## src/rtl/alarm_sequencer_if.sv

```systemverilog
// Signal bundle between the alarm sequencer, the timekeeping counters,
// the external melody ROM and the buzzer pin.
interface alarm_sequencer_if #(
  parameter int PERIOD_W = 20,
  parameter int ADDR_W   = 5
);
  logic                en;
  logic [5:0]          cur_hour;
  logic [5:0]          cur_min;
  logic [5:0]          al_hour;
  logic [5:0]          al_min;
  logic                snooze;
  logic                stop;
  logic [ADDR_W-1:0]   note_addr;
  logic [PERIOD_W-1:0] note_period;
  logic                speak;
  logic                busy;

  modport master (
    output en, cur_hour, cur_min, al_hour, al_min, snooze, stop, note_period,
    input  note_addr, speak, busy
  );

  modport slave (
    input  en, cur_hour, cur_min, al_hour, al_min, snooze, stop, note_period,
    output note_addr, speak, busy
  );
endinterface

```

## src/rtl/alarm_sequencer.sv

```systemverilog
// Alarm melody player: triggers on the rising edge of a time match and walks an
// external note table, producing a square wave with repeat, snooze and stop.
module alarm_sequencer #(
  parameter int PERIOD_W     = 20,
  parameter int LEN          = 19,
  parameter int ADDR_W       = 5,
  parameter int TICK_DIV     = 25_000_000,
  parameter int REPEATS      = 3,
  parameter int SNOOZE_SLOTS = 300
) (
  input logic              clk,
  input logic              rst_n,
  alarm_sequencer_if.slave bus
);
  localparam int SLOT_W = $clog2(TICK_DIV);
  localparam int REP_W  = $clog2(REPEATS + 1);
  localparam int SNZ_W  = $clog2(SNOOZE_SLOTS + 1);
  localparam int HC_W   = PERIOD_W - 1;

  localparam logic [SLOT_W-1:0] SLOT_LAST = SLOT_W'(TICK_DIV - 1);
  localparam logic [ADDR_W-1:0] ADDR_LAST = ADDR_W'(LEN - 1);
  localparam logic [REP_W-1:0]  REP_LAST  = REP_W'(REPEATS - 1);
  localparam logic [SNZ_W-1:0]  SNZ_LAST  = SNZ_W'(SNOOZE_SLOTS - 1);

  typedef enum logic [1:0] {
    ST_IDLE   = 2'd0,
    ST_PLAY   = 2'd1,
    ST_SNOOZE = 2'd2,
    ST_DONE   = 2'd3
  } state_t;

  state_t              state_r, state_s;
  logic                match_q_r;
  logic [ADDR_W-1:0]   addr_r, addr_s, addr_d_s;
  logic [REP_W-1:0]    rep_r, rep_s, rep_d_s;
  logic [SLOT_W-1:0]   slot_r, slot_s, slot_d_s;
  logic [SNZ_W-1:0]    snz_r, snz_s, snz_d_s;
  logic [HC_W-1:0]     hc_r, hc_s, hc_d_s;
  logic                speak_r, speak_s, speak_d_s;
  logic                busy_r, busy_d_s;
  logic                clear_s;
  logic                match_s, trigger_s, slot_wrap_s, rest_s, half_hit_s;
  logic [PERIOD_W-1:0] half_s;

  assign match_s     = (bus.cur_hour == bus.al_hour) && (bus.cur_min == bus.al_min);
  assign trigger_s   = match_s && !match_q_r;
  assign slot_wrap_s = (slot_r == SLOT_LAST);
  assign half_s      = {1'b0, bus.note_period[PERIOD_W-1:1]};
  assign rest_s      = (bus.note_period < PERIOD_W'(2));
  assign half_hit_s  = (({1'b0, hc_r} + PERIOD_W'(1)) == half_s);

  // Next-state and next-counter decode for the playback FSM and tone generator.
  always_comb begin
    state_s = state_r;
    addr_s  = addr_r;
    rep_s   = rep_r;
    slot_s  = slot_r;
    snz_s   = snz_r;
    hc_s    = hc_r;
    speak_s = speak_r;
    clear_s = 1'b0;
    if (!bus.en) begin
      state_s = ST_IDLE;
      clear_s = 1'b1;
    end else begin
      case (state_r)
        ST_IDLE: begin
          clear_s = 1'b1;
          if (trigger_s) begin
            state_s = ST_PLAY;
          end else begin
            state_s = ST_IDLE;
          end
        end
        ST_PLAY: begin
          if (bus.stop) begin
            state_s = ST_DONE;
            clear_s = 1'b1;
          end else if (bus.snooze) begin
            state_s = ST_SNOOZE;
            slot_s  = {SLOT_W{1'b0}};
            snz_s   = {SNZ_W{1'b0}};
            hc_s    = {HC_W{1'b0}};
            speak_s = 1'b0;
          end else if (slot_wrap_s) begin
            // Every slot boundary restarts the tone phase for the next note.
            slot_s  = {SLOT_W{1'b0}};
            hc_s    = {HC_W{1'b0}};
            speak_s = 1'b0;
            if (addr_r != ADDR_LAST) begin
              addr_s = addr_r + ADDR_W'(1);
            end else if (rep_r != REP_LAST) begin
              addr_s = {ADDR_W{1'b0}};
              rep_s  = rep_r + REP_W'(1);
            end else begin
              state_s = ST_DONE;
              clear_s = 1'b1;
            end
          end else begin
            slot_s = slot_r + SLOT_W'(1);
            if (rest_s) begin
              hc_s    = {HC_W{1'b0}};
              speak_s = 1'b0;
            end else if (half_hit_s) begin
              hc_s    = {HC_W{1'b0}};
              speak_s = !speak_r;
            end else begin
              hc_s = hc_r + HC_W'(1);
            end
          end
        end
        ST_SNOOZE: begin
          hc_s    = {HC_W{1'b0}};
          speak_s = 1'b0;
          if (bus.stop) begin
            state_s = ST_DONE;
            clear_s = 1'b1;
          end else if (slot_wrap_s) begin
            slot_s = {SLOT_W{1'b0}};
            if (snz_r == SNZ_LAST) begin
              state_s = ST_PLAY;
              addr_s  = {ADDR_W{1'b0}};
              rep_s   = {REP_W{1'b0}};
              snz_s   = {SNZ_W{1'b0}};
            end else begin
              snz_s = snz_r + SNZ_W'(1);
            end
          end else begin
            slot_s = slot_r + SLOT_W'(1);
          end
        end
        ST_DONE: begin
          // Hold here until the matching minute has passed to avoid a retrigger.
          clear_s = 1'b1;
          if (!match_s) begin
            state_s = ST_IDLE;
          end else begin
            state_s = ST_DONE;
          end
        end
        default: begin
          state_s = ST_IDLE;
          clear_s = 1'b1;
        end
      endcase
    end
  end

  assign addr_d_s  = clear_s ? {ADDR_W{1'b0}} : addr_s;
  assign rep_d_s   = clear_s ? {REP_W{1'b0}}  : rep_s;
  assign slot_d_s  = clear_s ? {SLOT_W{1'b0}} : slot_s;
  assign snz_d_s   = clear_s ? {SNZ_W{1'b0}}  : snz_s;
  assign hc_d_s    = clear_s ? {HC_W{1'b0}}   : hc_s;
  assign speak_d_s = clear_s ? 1'b0           : speak_s;
  assign busy_d_s  = (state_s == ST_PLAY) || (state_s == ST_SNOOZE);

  // State, counter and output registers.
  always_ff @(posedge clk or negedge rst_n) begin
    if (!rst_n) begin
      state_r   <= ST_IDLE;
      match_q_r <= 1'b0;
      addr_r    <= {ADDR_W{1'b0}};
      rep_r     <= {REP_W{1'b0}};
      slot_r    <= {SLOT_W{1'b0}};
      snz_r     <= {SNZ_W{1'b0}};
      hc_r      <= {HC_W{1'b0}};
      speak_r   <= 1'b0;
      busy_r    <= 1'b0;
    end else begin
      state_r   <= state_s;
      match_q_r <= match_s;
      addr_r    <= addr_d_s;
      rep_r     <= rep_d_s;
      slot_r    <= slot_d_s;
      snz_r     <= snz_d_s;
      hc_r      <= hc_d_s;
      speak_r   <= speak_d_s;
      busy_r    <= busy_d_s;
    end
  end

  assign bus.note_addr = addr_r;
  assign bus.speak     = speak_r;
  assign bus.busy      = busy_r;
endmodule

```

## src/flat_wrapper.sv

```systemverilog
// flat-port wrapper written by rule: the top's interface ports become plain ports
module alarm_sequencer_flat 
#(
  parameter int PERIOD_W     = 20,
  parameter int LEN          = 19,
  parameter int ADDR_W       = 5,
  parameter int TICK_DIV     = 25_000_000,
  parameter int REPEATS      = 3,
  parameter int SNOOZE_SLOTS = 300
)
  (clk, rst_n, bus_en, bus_cur_hour, bus_cur_min, bus_al_hour, bus_al_min, bus_snooze, bus_stop, bus_note_period, bus_note_addr, bus_speak, bus_busy);
  alarm_sequencer_if #(.PERIOD_W(PERIOD_W), .ADDR_W(ADDR_W)) bus_i ();
  input logic clk;
  input logic rst_n;
  input wire logic [$bits(bus_i.en)-1:0] bus_en;
  input wire logic [$bits(bus_i.cur_hour)-1:0] bus_cur_hour;
  input wire logic [$bits(bus_i.cur_min)-1:0] bus_cur_min;
  input wire logic [$bits(bus_i.al_hour)-1:0] bus_al_hour;
  input wire logic [$bits(bus_i.al_min)-1:0] bus_al_min;
  input wire logic [$bits(bus_i.snooze)-1:0] bus_snooze;
  input wire logic [$bits(bus_i.stop)-1:0] bus_stop;
  input wire logic [$bits(bus_i.note_period)-1:0] bus_note_period;
  output wire logic [$bits(bus_i.note_addr)-1:0] bus_note_addr;
  output wire logic [$bits(bus_i.speak)-1:0] bus_speak;
  output wire logic [$bits(bus_i.busy)-1:0] bus_busy;
  assign bus_i.en = bus_en;
  assign bus_i.cur_hour = bus_cur_hour;
  assign bus_i.cur_min = bus_cur_min;
  assign bus_i.al_hour = bus_al_hour;
  assign bus_i.al_min = bus_al_min;
  assign bus_i.snooze = bus_snooze;
  assign bus_i.stop = bus_stop;
  assign bus_i.note_period = bus_note_period;
  assign bus_note_addr = bus_i.note_addr;
  assign bus_speak = bus_i.speak;
  assign bus_busy = bus_i.busy;
  alarm_sequencer #(.PERIOD_W(PERIOD_W), .LEN(LEN), .ADDR_W(ADDR_W), .TICK_DIV(TICK_DIV), .REPEATS(REPEATS), .SNOOZE_SLOTS(SNOOZE_SLOTS)) u_core (.clk(clk), .rst_n(rst_n), .bus(bus_i));
endmodule
```

## config.mk

```make
export PLATFORM = sky130hd
export DESIGN_NAME = alarm_sequencer_flat
export DESIGN_NICKNAME = d
export VERILOG_FILES = /design/src/rtl/alarm_sequencer_if.sv /design/src/rtl/alarm_sequencer.sv /design/src/flat_wrapper.sv
export SDC_FILE = /design/constraint.sdc
export NUM_CORES = 1
export LEC_CHECK = 0
export ABC_AREA = 1
export CELL_PAD_IN_SITES_DETAIL_PLACEMENT = 1
export CELL_PAD_IN_SITES_GLOBAL_PLACEMENT = 1
export CORE_ASPECT_RATIO = 0.8
export CORE_UTILIZATION = 37
export CTS_CLUSTER_DIAMETER = 80
export CTS_CLUSTER_SIZE = 28
export DETAILED_ROUTE_END_ITERATION = 8
export PLACE_DENSITY = 0.82
export SYNTH_ARGS = -nofsm -noshare
export SYNTH_HDL_FRONTEND = slang
export SYNTH_SLANG_ARGS = --single-unit
export TNS_END_PERCENT = 10
```

## constraint.sdc

```tcl
create_clock -name clk -period 2.1 [get_ports clk]
set_clock_uncertainty 0.2 [all_clocks]
set_input_delay 0.42 -clock clk [delete_from_list [all_inputs] [get_ports clk]]
set_output_delay 0.42 -clock clk [all_outputs]
set_load 0.1 [all_outputs]
```

==> flow_metrics.py, run 1 <==
metrics = {
    "placed_design": {
        "dpl.hpwl_um": 15200,
        "dp_worst_setup_slack_ns": -0.568,
        "portBuffers": 54,
        "globalplace.congestion": 0.890,
        "dpl.cell_count": 1123,
    },
    "sta": {
        "setup_slack_ns": -0.578,
        "min_period_ns": 2.68,
        "drv_slew": 0,
        "fin_setup_tns_ns": -22.92,
        "worst-slew-pin-transition_ns": 0.496,
        "timing.fmax_mhz": 373,
        "rsz0062_at_grt": "true",
        "final-hold-violation-count": 0,
        "setup_violations": 64,
        "period_share_pct": 128,
        "slew-limit-headroom_pct": 66.6,
    },
    "setup_path": {
        "critical_path_arrival_ns": 2.73,
        "required_ns": 2.15,
        "path_class": "reg -> reg",
        "ff2ff_path_depth": 17,
        "reg2reg_from": "u_core.hc_r[0]",
        "setup.worst_path.start_class": "register",
        "reg2reg_slack_ns": -0.58,
        "end_kind": "register",
        "timing.rr.end": "u_core.bus.speak",
        "worst-path-max-fanout": 5,
    },
    "power": {
        "pwr-share-comb_pct": 9.0,
        "seqPwrFrac_pct": 41.6,
        "vdd_drop_max_mv": 0.417,
        "p_switching_mw": 0.775,
        "p_int_mw": 2.23,
        "swShare_pct": 25.8,
        "power_density_mw_per_mm2": 373,
        "p_leak_nw": 3.63,
        "clkPwrFrac_pct": 49.4,
    },
    "job": {
        "drv_cap": 0,
    },
    "detailed_routing": {
        "viasPerCell": 5.71,
        "vias": 6652,
        "drc": 0,
        "antenna_left": 0,
        "wl_per_cell_um": 22.3,
        "totalWireLength_um": 26000,
        "drt_iter0_markers": 374,
        "first_pass_iters": 5,
    },
    "die": {
        "ios": 56,
        "floorplan.initialDensity_pct": 38.6,
        "die_h_um": 107,
        "core_mm2": 0.0131,
        "die-area_mm2": 0.0141,
        "fp.dieW_um": 133,
        "rows": 37,
    },
    "synth": {
        "ys_seq_area_share_pct": 32.2,
        "syn_area_mm2": 0.00505,
        "synthCells": 745,
        "ys_warn_count": 0,
        "synth_nets": 805,
        "syn_avg_cell_area_um2": 6.79,
        "synth_ff_type": "dfrtp_1",
        "synth_edf_count": 0,
        "synthArstFlopShare_pct": 100,
        "ys_ff_latch": 65,
        "ys_types": 43,
    },
    "clocking": {
        "cts_tree": "built",
        "numCtsBuffers": 9,
        "cts.sinks": 65,
        "htree_num_levels": 3,
        "ctsLongestPathBuffers": 2,
        "clock-root-buffer": "clkbuf_16",
        "path_clk_slew_ns": 0.06,
        "clock_latency_ns": 0.36,
    },
    "final_layout": {
        "layout_commonest_cell": "nand2_1",
        "fin_cells": 1164,
        "final_cell_mix": "nand2_1 (168), buf_4 (161), inv_1 (86)",
        "fin_util_pct": 61.6,
        "nets": 1044,
        "drive_above_1_share_pct": 34.5,
        "antenna_cells": 0,
        "area_growth_pct": 59.7,
    },
    "global_routing": {
        "grt_pass1_vias": 7315,
        "use_met2_pct": 64.7,
        "antenna_found_initial": 0,
        "met1_usage_pct": 39.6,
        "busiest_layer": "met2",
        "grt_usage_pct": 36.0,
        "grt_overflow_total": 0,
        "grt_use_met3_pct": 6.25,
        "grt_pass1_wl_um": 38900,
        "grt_start_max_net_pins": 56,
    },
    "status": {
        "status": "finished with violations",
        "violations": "setup timing",
    },
    "min_path": {
        "min_path_type": "in -> async",
    },
}
## logic make-up (layout without fill, tap and decap cells)
family                     count (synthesis)  in the layout  synth area share [%]
and+or+nand+nor                          435            440                  40.7
AOI/OAI and AO/OA                         91             91                  10.3
xor gates and xnor gates                  22             22                  3.81
adders and majority gates                 11             11                  2.72
muxes                                      2              2                 0.396
buffers and inverters                    119            358                  9.93
DFF                                       65             65                  32.2
## cells in the mapped netlist, drive strengths merged, types with 2 or more instances
cell	instances	area share, %
a21oi	14	1.5
nor3	10	1.1
a31oi	2	0.25
nor4	6	0.74
nand2	200	16
mux2i	2	0.40
nand3b	5	0.74
or2	4	0.50
clkbuf	2	0.15
ha	11	2.7
o41ai	4	0.69
o211ai	2	0.40
nor2	97	8.8
xor2	14	2.4
nand3	74	7.7
o22ai	7	0.87
dfrtp	65	32
o21ai	59	5.9
buf	10	1.7
inv	107	8.0
nand4	38	4.8
xnor2	8	1.4
## stage by stage
stage / hold WS, ns / area [um2] / power [mW]
after floorplan: -0.0756 / 5110 / 1.34
after global placement: 0.129 / 7090 / 1.51
after detailed placement: 0.138 / 7090 / 1.52
after CTS: 0.303 / 7800 / 2.98
after global routing: 0.320 / 8070 / 3.08
final: 0.293 / 8070 / 3.01
## worst max-delay path, cell delays in order, from the launching register on
cell and delay, ns:
dfrtp_2 0.42, ha_4 0.18, nand2_4 0.06, nor2_4 0.24
buf_6 0.17, nand3_2 0.12, nand3_2 0.12, nand2_2 0.07
inv_2 0.07, nand2_4 0.06, nor2_4 0.16, nand2_2 0.11
nor2_4 0.14, nand2_4 0.10, nand3_1 0.10, nand2_1 0.09
nand2_1 0.09, nand2_1 0.06
## flip-flops by register name (all words and copies together), names as in the netlist
register	count
u_core.state_r	2
u_core.match_q_r	1
u_core.slot_r	25
u_core.hc_r	19
u_core.rep_r	2
u_core.bus.busy	1
u_core.snz_r	9
u_core.bus.speak	1
u_core.bus.note_addr	5
## final cells by class
type,count,area [um2]
fill,1658,5030
multi-input combinational,566,3410
timing repair buffer,235,2090
sequential,65,1640
inverter,107,425
clock buffer,13,250
tap,175,219
clock inverter,3,26.3
## timing repair
| action | 4_1_cts | 5_1_grt |
|---|---|---|
| pin swaps | 11 | 31 |
| hold endpoints to repair | 10 | 0 |
| gates cloned | 4 | 1 |
| setup endpoints to repair | 63 | 64 |
| resized for setup | 70 | 71 |
| hold buffers | 1 | 0 |
| buffers inserted | 15 | 5 |
## power by group through the flow
stage	clock network [mW]	logic (mW)	registers (mW)
floorplan	0	0.0587	1.28
detailed placement	0	0.245	1.28
CTS	1.48	0.252	1.25
global placement	0	0.233	1.28
finish	1.49	0.270	1.25
global route	1.54	0.288	1.25
## worst max-delay path by stage
stage,endpoint,start,slack [ns]
floorplan,u_core.slot_r[7],u_core.bus.note_addr[0],-0.13
global placement,u_core.hc_r[4],bus_note_period[14],-0.37
detailed placement,u_core.hc_r[12],bus_note_period[2],-0.57
CTS,u_core.hc_r[6],u_core.hc_r[0],-0.42
global route,u_core.bus.speak,u_core.hc_r[0],-0.67
finish,u_core.bus.speak,u_core.hc_r[0],-0.58
## metal layers
layer	routed length (um)	vias to the layer above
li1	-	2926
met5	0	-
met4	1560	0
met1	9980	3305
met3	1410	117
met2	13000	304
Power figures use the tool's default switching activity.
==> inputs of run 2 (changes only) <==
CORE_UTILIZATION = 41   (was 37)
PLACE_DENSITY = 0.86   (was 0.82)
clock period = 2.7 ns   (was 2.1 ns; I/O delays follow)
==> run 2 against run 1 <==
- the flow finishes with violations (hold timing)
- wire length fell by 36%
- register-to-register slack better by 0.72 ns
- via count is 19% lower
- critical endpoint is now u_core.hc_r[4]
- largest cell class unchanged
==> flow_metrics.py, run 2 (same netlist as run 1, synthesis figures left out) <==
metrics = {
    "status": {
        "status": "finished with violations",
        "violations": "hold timing",
    },
    "detailed_routing": {
        "totalWireLength_um": 16600,
        "viasPerCell": 5.48,
        "drc": 0,
        "drt_iter0_markers": 261,
        "vias": 5389,
        "antenna_left": 0,
        "first_pass_iters": 5,
        "wl_per_cell_um": 16.9,
    },
    "die": {
        "die-area_mm2": 0.0128,
        "floorplan.initialDensity_pct": 42.9,
        "core_mm2": 0.0118,
        "die_h_um": 101,
        "ios": 56,
        "rows": 35,
        "fp.dieW_um": 126,
    },
    "setup_path": {
        "cp_cell_sequence": "ha_4, nand2_2, nor2_4, buf_12, nand2_4, buf_4, nand2_1, nand3_1, nand2_1, inv_1, nand2_1, nor2_2, nand2_1, nor2_1, nand2_2, buf_4, nand4_1, o21ai_1",
        "setup.worst_path.start_class": "register",
        "required_ns": 2.72,
        "path_class": "reg -> reg",
        "max_stage_delay_ns": 0.43,
        "critical_path_arrival_ns": 2.58,
        "crit_slowest_cell": "dfrtp_1",
        "end_kind": "register",
        "worst-path-max-fanout": 7,
        "crit_top_cell": "nand2_1",
    },
    "clocking": {
        "path_clk_slew_ns": 0.06,
        "clock_latency_ns": 0.34,
        "cts_tree": "built",
        "htree_num_levels": 3,
        "cts.sinks": 65,
        "ctsLongestPathBuffers": 2,
        "cts_hold_buffers": 0,
        "clock-root-buffer": "clkbuf_16",
        "numCtsBuffers": 9,
    },
    "final_layout": {
        "area_growth_pct": 25.2,
        "final_cell_mix": "nand2_1 (188), inv_1 (94), nor2_1 (78)",
        "antenna_cells": 0,
        "reg_top3": "u_core.slot_r: 25 flops, u_core.hc_r: 19 flops, u_core.snz_r: 9 flops",
        "top_register": "u_core.slot_r",
        "drive_above_1_share_pct": 13.9,
        "fin_cells": 983,
        "layout_commonest_cell": "nand2_1",
        "largest_reg_flops": 25,
        "nets": 891,
    },
    "sta": {
        "timing.fmax_mhz": 391,
        "period_share_pct": 94.8,
        "drv_slew": 0,
        "setup_violations": 0,
        "worst-slew-pin-transition_ns": 0.497,
        "setup_slack_ns": 0.139,
        "min_period_ns": 2.56,
        "final-hold-violation-count": 3,
        "slew-limit-headroom_pct": 66.7,
        "fin_setup_tns_ns": 0,
        "fin_hold_ws_ns": -0.00206,
    },
    "global_routing": {
        "grt_overflow_total": 0,
        "grt_usage_pct": 27.7,
        "grt_pass1_wl_um": 28100,
        "antenna_found_initial": 0,
        "grt_pass1_vias": 5803,
        "grt_start_max_net_pins": 66,
    },
    "power": {
        "total_power_mw": 2.34,
        "power_density_mw_per_mm2": 370,
        "p_leak_nw": 2.74,
        "vdd_drop_max_mv": 0.353,
    },
    "placed_design": {
        "dp_worst_setup_slack_ns": 0.00333,
        "dpl.cell_count": 962,
        "dpl.hpwl_um": 12400,
        "portBuffers": 54,
        "globalplace.congestion": 0.901,
    },
    "job": {
        "drv_cap": 0,
    },
    "min_path": {
        "min_path_type": "in -> async",
    },
}
-- run 2: cell count changes in the layout (fill, tap and decap cells not counted), sizes merged --
cell,delta
clkinvlp,-1
nand3,-1
buf,-147
bufinv,+1
nand2,-4
clkinv,-1
dlygate4sd3,-1
inv,+1
clkbuf,-1
-- run 2: where the power goes --
group	leakage, nW	switching [mW]	internal (mW)	total (mW)
registers	0.907	0.0000727	0.975	0.975
logic	1.69	0.0743	0.0884	0.163
clock network	0.148	0.447	0.757	1.20
-- run 2: worst max-delay path: cells and delay by family, from the launching register on --
family / cells / cell delay, ns
adders and majority gates: 1 / 0.19
DFF: 1 / 0.43
and+or+nand+nor: 12 / 1.06
buffers and inverters: 4 / 0.47
AOI/OAI and AO/OA: 1 / 0.08
-- run 2: worst paths after layout --
path / from / endpoint / slack, ns / depth (start not counted)
max: u_core.hc_r[1] / u_core.hc_r[4] / 0.14 / 18
max in group asynchronous: rst_n / u_core.slot_r[18] / 1.97 / 2
max reg2reg: u_core.hc_r[1] / u_core.hc_r[4] / 0.14 / 18
min reg2reg: u_core.rep_r[1] / u_core.rep_r[1] / 0.31 / 2
min: rst_n / u_core.snz_r[3] / -0.002 / 2
min in group clk: u_core.rep_r[1] / u_core.rep_r[1] / 0.31 / 2
-- run 2: metal layers --
metal	vias up	GRT usage, %	wire length [um]
li1	2619	-	-
met1	2635	33.7	7440
met2	110	49.9	8400
met3	25	4.44	515
met4	0	10.3	280
met5	-	0	0
-- run 2: final cells by class --
class                           count  area (um2)
Fill cell                        1537        5450
Sequential cell                    65        1630
Tap cell                          148         185
Clock inverter                      3        40.0
Multi-Input combinational cell    561        2970
Inverter                          107         407
Clock buffer                       12         256
Timing Repair Buffer               87         845
-- run 2: through the flow --
| step | utilization (%) | instance area (um2) |
|---|---|---|
| after global routing | 53.7 | 6330 |
| after CTS | 52.9 | 6230 |
| after detailed placement | 50.3 | 5930 |
| after global placement | 50.3 | 5930 |
| final | 53.7 | 6330 |
| after floorplan | - | 5060 |
-- run 2: what timing repair did --
item / CTS / global route
setup buffers: 0 / 6
resized for setup: 0 / 10
setup endpoints to repair: 0 / 20
==> inputs of run 3 (changes only) <==
--- a/config.mk
+++ b/config.mk
@@ -10,9 +10,9 @@
 export CELL_PAD_IN_SITES_GLOBAL_PLACEMENT = 1
 export CORE_ASPECT_RATIO = 0.8
-export CORE_UTILIZATION = 41
+export CORE_UTILIZATION = 35
 export CTS_CLUSTER_DIAMETER = 80
 export CTS_CLUSTER_SIZE = 28
 export DETAILED_ROUTE_END_ITERATION = 8
-export PLACE_DENSITY = 0.86
+export PLACE_DENSITY = 0.76
 export SYNTH_ARGS = -nofsm -noshare
 export SYNTH_HDL_FRONTEND = slang
--- a/constraint.sdc
+++ b/constraint.sdc
@@ -3,3 +3,3 @@
 set_input_delay 0.54 -clock clk [delete_from_list [all_inputs] [get_ports clk]]
 set_output_delay 0.54 -clock clk [all_outputs]
-set_load 0.1 [all_outputs]
+set_load 0.01 [all_outputs]
==> run 3 against run 2 <==
- the run now ends clean
- critical endpoint is now u_core.hc_r[15]
- largest power group unchanged
- first-iteration DRC count fell by 13%
- die area increased by 17%
- critical path type unchanged
- via count shrank 0.41%
- total power is 2.6% higher
- sequential cell count did not move
- fmax increased by 2.6%
- clock-buffer cell count decreased by 2
- critical path depth is 3 lower
- sequential power barely moved
- sequential share of layout area down 0.44 points
- setup slack gained 0.066 ns
==> flow_metrics.py, run 3 (same netlist as run 1, synthesis figures left out) <==
metrics = {
    "final_layout": {
        "largest_reg_flops": 25,
        "final_cell_mix": "nand2_1 (189), inv_1 (94), nor2_1 (77)",
        "area_growth_pct": 27.4,
        "layout_commonest_cell": "nand2_1",
        "reg_top3": "u_core.slot_r: 25 flops, u_core.hc_r: 19 flops, u_core.snz_r: 9 flops",
        "fin_cells": 1018,
        "drive_above_1_share_pct": 13.4,
        "final_area_mm2": 0.00644,
        "fin_util_pct": 46.5,
        "top_register": "u_core.slot_r",
        "nets": 893,
        "antenna_cells": 0,
    },
    "global_routing": {
        "grt_pass1_wl_um": 26500,
        "grt_overflow_total": 0,
        "grt_usage_pct": 22.7,
        "grt_pass1_vias": 5503,
        "antenna_found_initial": 0,
        "grt_start_max_net_pins": 66,
    },
    "clocking": {
        "clock_latency_ns": 0.34,
        "ctsLongestPathBuffers": 2,
        "path_clk_slew_ns": 0.06,
        "cts.sinks": 65,
        "numCtsBuffers": 9,
        "clock-root-buffer": "clkbuf_16",
        "cts_tree": "built",
        "htree_num_levels": 3,
    },
    "die": {
        "floorplan.initialDensity_pct": 36.5,
        "rows": 38,
        "ios": 56,
        "fp.dieW_um": 136,
        "core_mm2": 0.0138,
        "die_h_um": 109,
        "die-area_mm2": 0.0149,
    },
    "detailed_routing": {
        "drt_iter0_markers": 228,
        "viasPerCell": 5.27,
        "first_pass_iters": 4,
        "vias": 5367,
        "antenna_left": 0,
        "wl_per_cell_um": 15.5,
        "drc": 0,
        "totalWireLength_um": 15800,
    },
    "power": {
        "total_power_mw": 2.40,
        "vdd_drop_max_mv": 0.284,
        "power_density_mw_per_mm2": 373,
        "p_leak_nw": 2.78,
    },
    "setup_path": {
        "reg2reg_slack_ns": 0.21,
        "worst-path-max-fanout": 6,
        "crit_path_end": "u_core.hc_r[15]",
        "required_ns": 2.72,
        "setup.worst_path.start_class": "register",
        "end_kind": "register",
        "reg2reg_from": "u_core.hc_r[1]",
        "crit_start": "u_core.hc_r[1]",
        "path_class": "reg -> reg",
        "critical_path_arrival_ns": 2.52,
        "crit_slowest_cell": "dfrtp_2",
        "timing.rr.end": "u_core.hc_r[15]",
        "max_stage_delay_ns": 0.41,
        "crit_top_cell": "nand2_1",
        "cp_cell_sequence": "ha_4, nand2_4, nor2_4, nand2_4, o21ai_2, nand2_1, nand2_1, nand2_1, nor2_2, nand2_1, nor2_2, nand2_4, buf_4, nand4_1, o21ai_1",
        "ff2ff_path_depth": 15,
    },
    "sta": {
        "setup_violations": 0,
        "drv_slew": 0,
        "fin_setup_tns_ns": 0,
        "period_share_pct": 92.4,
        "min_period_ns": 2.49,
        "final-hold-violation-count": 0,
        "timing.fmax_mhz": 401,
        "worst-slew-pin-transition_ns": 0.503,
        "slew-limit-headroom_pct": 66.3,
    },
    "job": {
        "drv_cap": 0,
    },
    "placed_design": {
        "portBuffers": 54,
        "dpl.hpwl_um": 12100,
        "dpl-instance-area_mm2": 0.00604,
        "globalplace.congestion": 0.827,
        "dpl.cell_count": 998,
    },
    "status": {
        "status": "completed",
    },
    "min_path": {
        "min_path_type": "in -> async",
    },
}
run 3: worst min-delay path by stage:
stage	depth (start not counted)	end	slack, ns
after global placement	2	u_core.rep_r[0]	0.27
final	2	u_core.snz_r[2]	0.009
after detailed placement	2	u_core.rep_r[0]	0.29
after global routing	2	u_core.snz_r[2]	0.04
after floorplan	0	u_core.bus.busy	0.04
after CTS	2	u_core.snz_r[1]	0.03
run 3: power by group:
group	leakage [nW]	internal [mW]	switching, mW
clock	0.152	0.804	0.459
sequential	0.907	0.975	0.0000674
combinational	1.72	0.0902	0.0747
run 3: worst max-delay path, delay by kind of cell, from the launching register on:
kind	cells	cell delay (ns)
DFF	1	0.41
AOI/OAI and AO/OA	2	0.23
and+or+nand+nor	11	1.20
adders and majority gates	1	0.17
buffers and inverters	1	0.15
run 3: metrics by stage:
stage / setup slack, ns / hold WS [ns]
floorplan: 0.472 / 0.0444
global placement: -0.0905 / 0.273
detailed placement: -0.0774 / 0.285
CTS: 0.0379 / 0.0311
global route: -0.000621 / 0.0443
finish: 0.205 / 0.00910
run 3: final cells by class:
cell class | count | area [um2]
Sequential cell | 65 | 1630
Multi-Input combinational cell | 561 | 2980
Fill cell | 1792 | 7400
Tap cell | 180 | 225
Inverter | 107 | 407
Clock buffer | 10 | 229
Timing Repair Buffer | 89 | 890
Clock inverter | 6 | 82.6
run 3: what timing repair did:
item                       in CTS  in global routing
setup buffers                   0                  4
resized for setup               0                 13
setup endpoints to repair       0                 20
hold buffers                    0                  0
run 3: routing by layer:
metal / part of all wire, % / GRT usage, % / vias to the layer above
met5: 0 / 0 / -
met4: 0.35 / 3.97 / 0
met3: 3.5 / 5.07 / 6
met2: 49 / 39.3 / 92
met1: 47 / 29.1 / 2646
li1: - / - / 2623
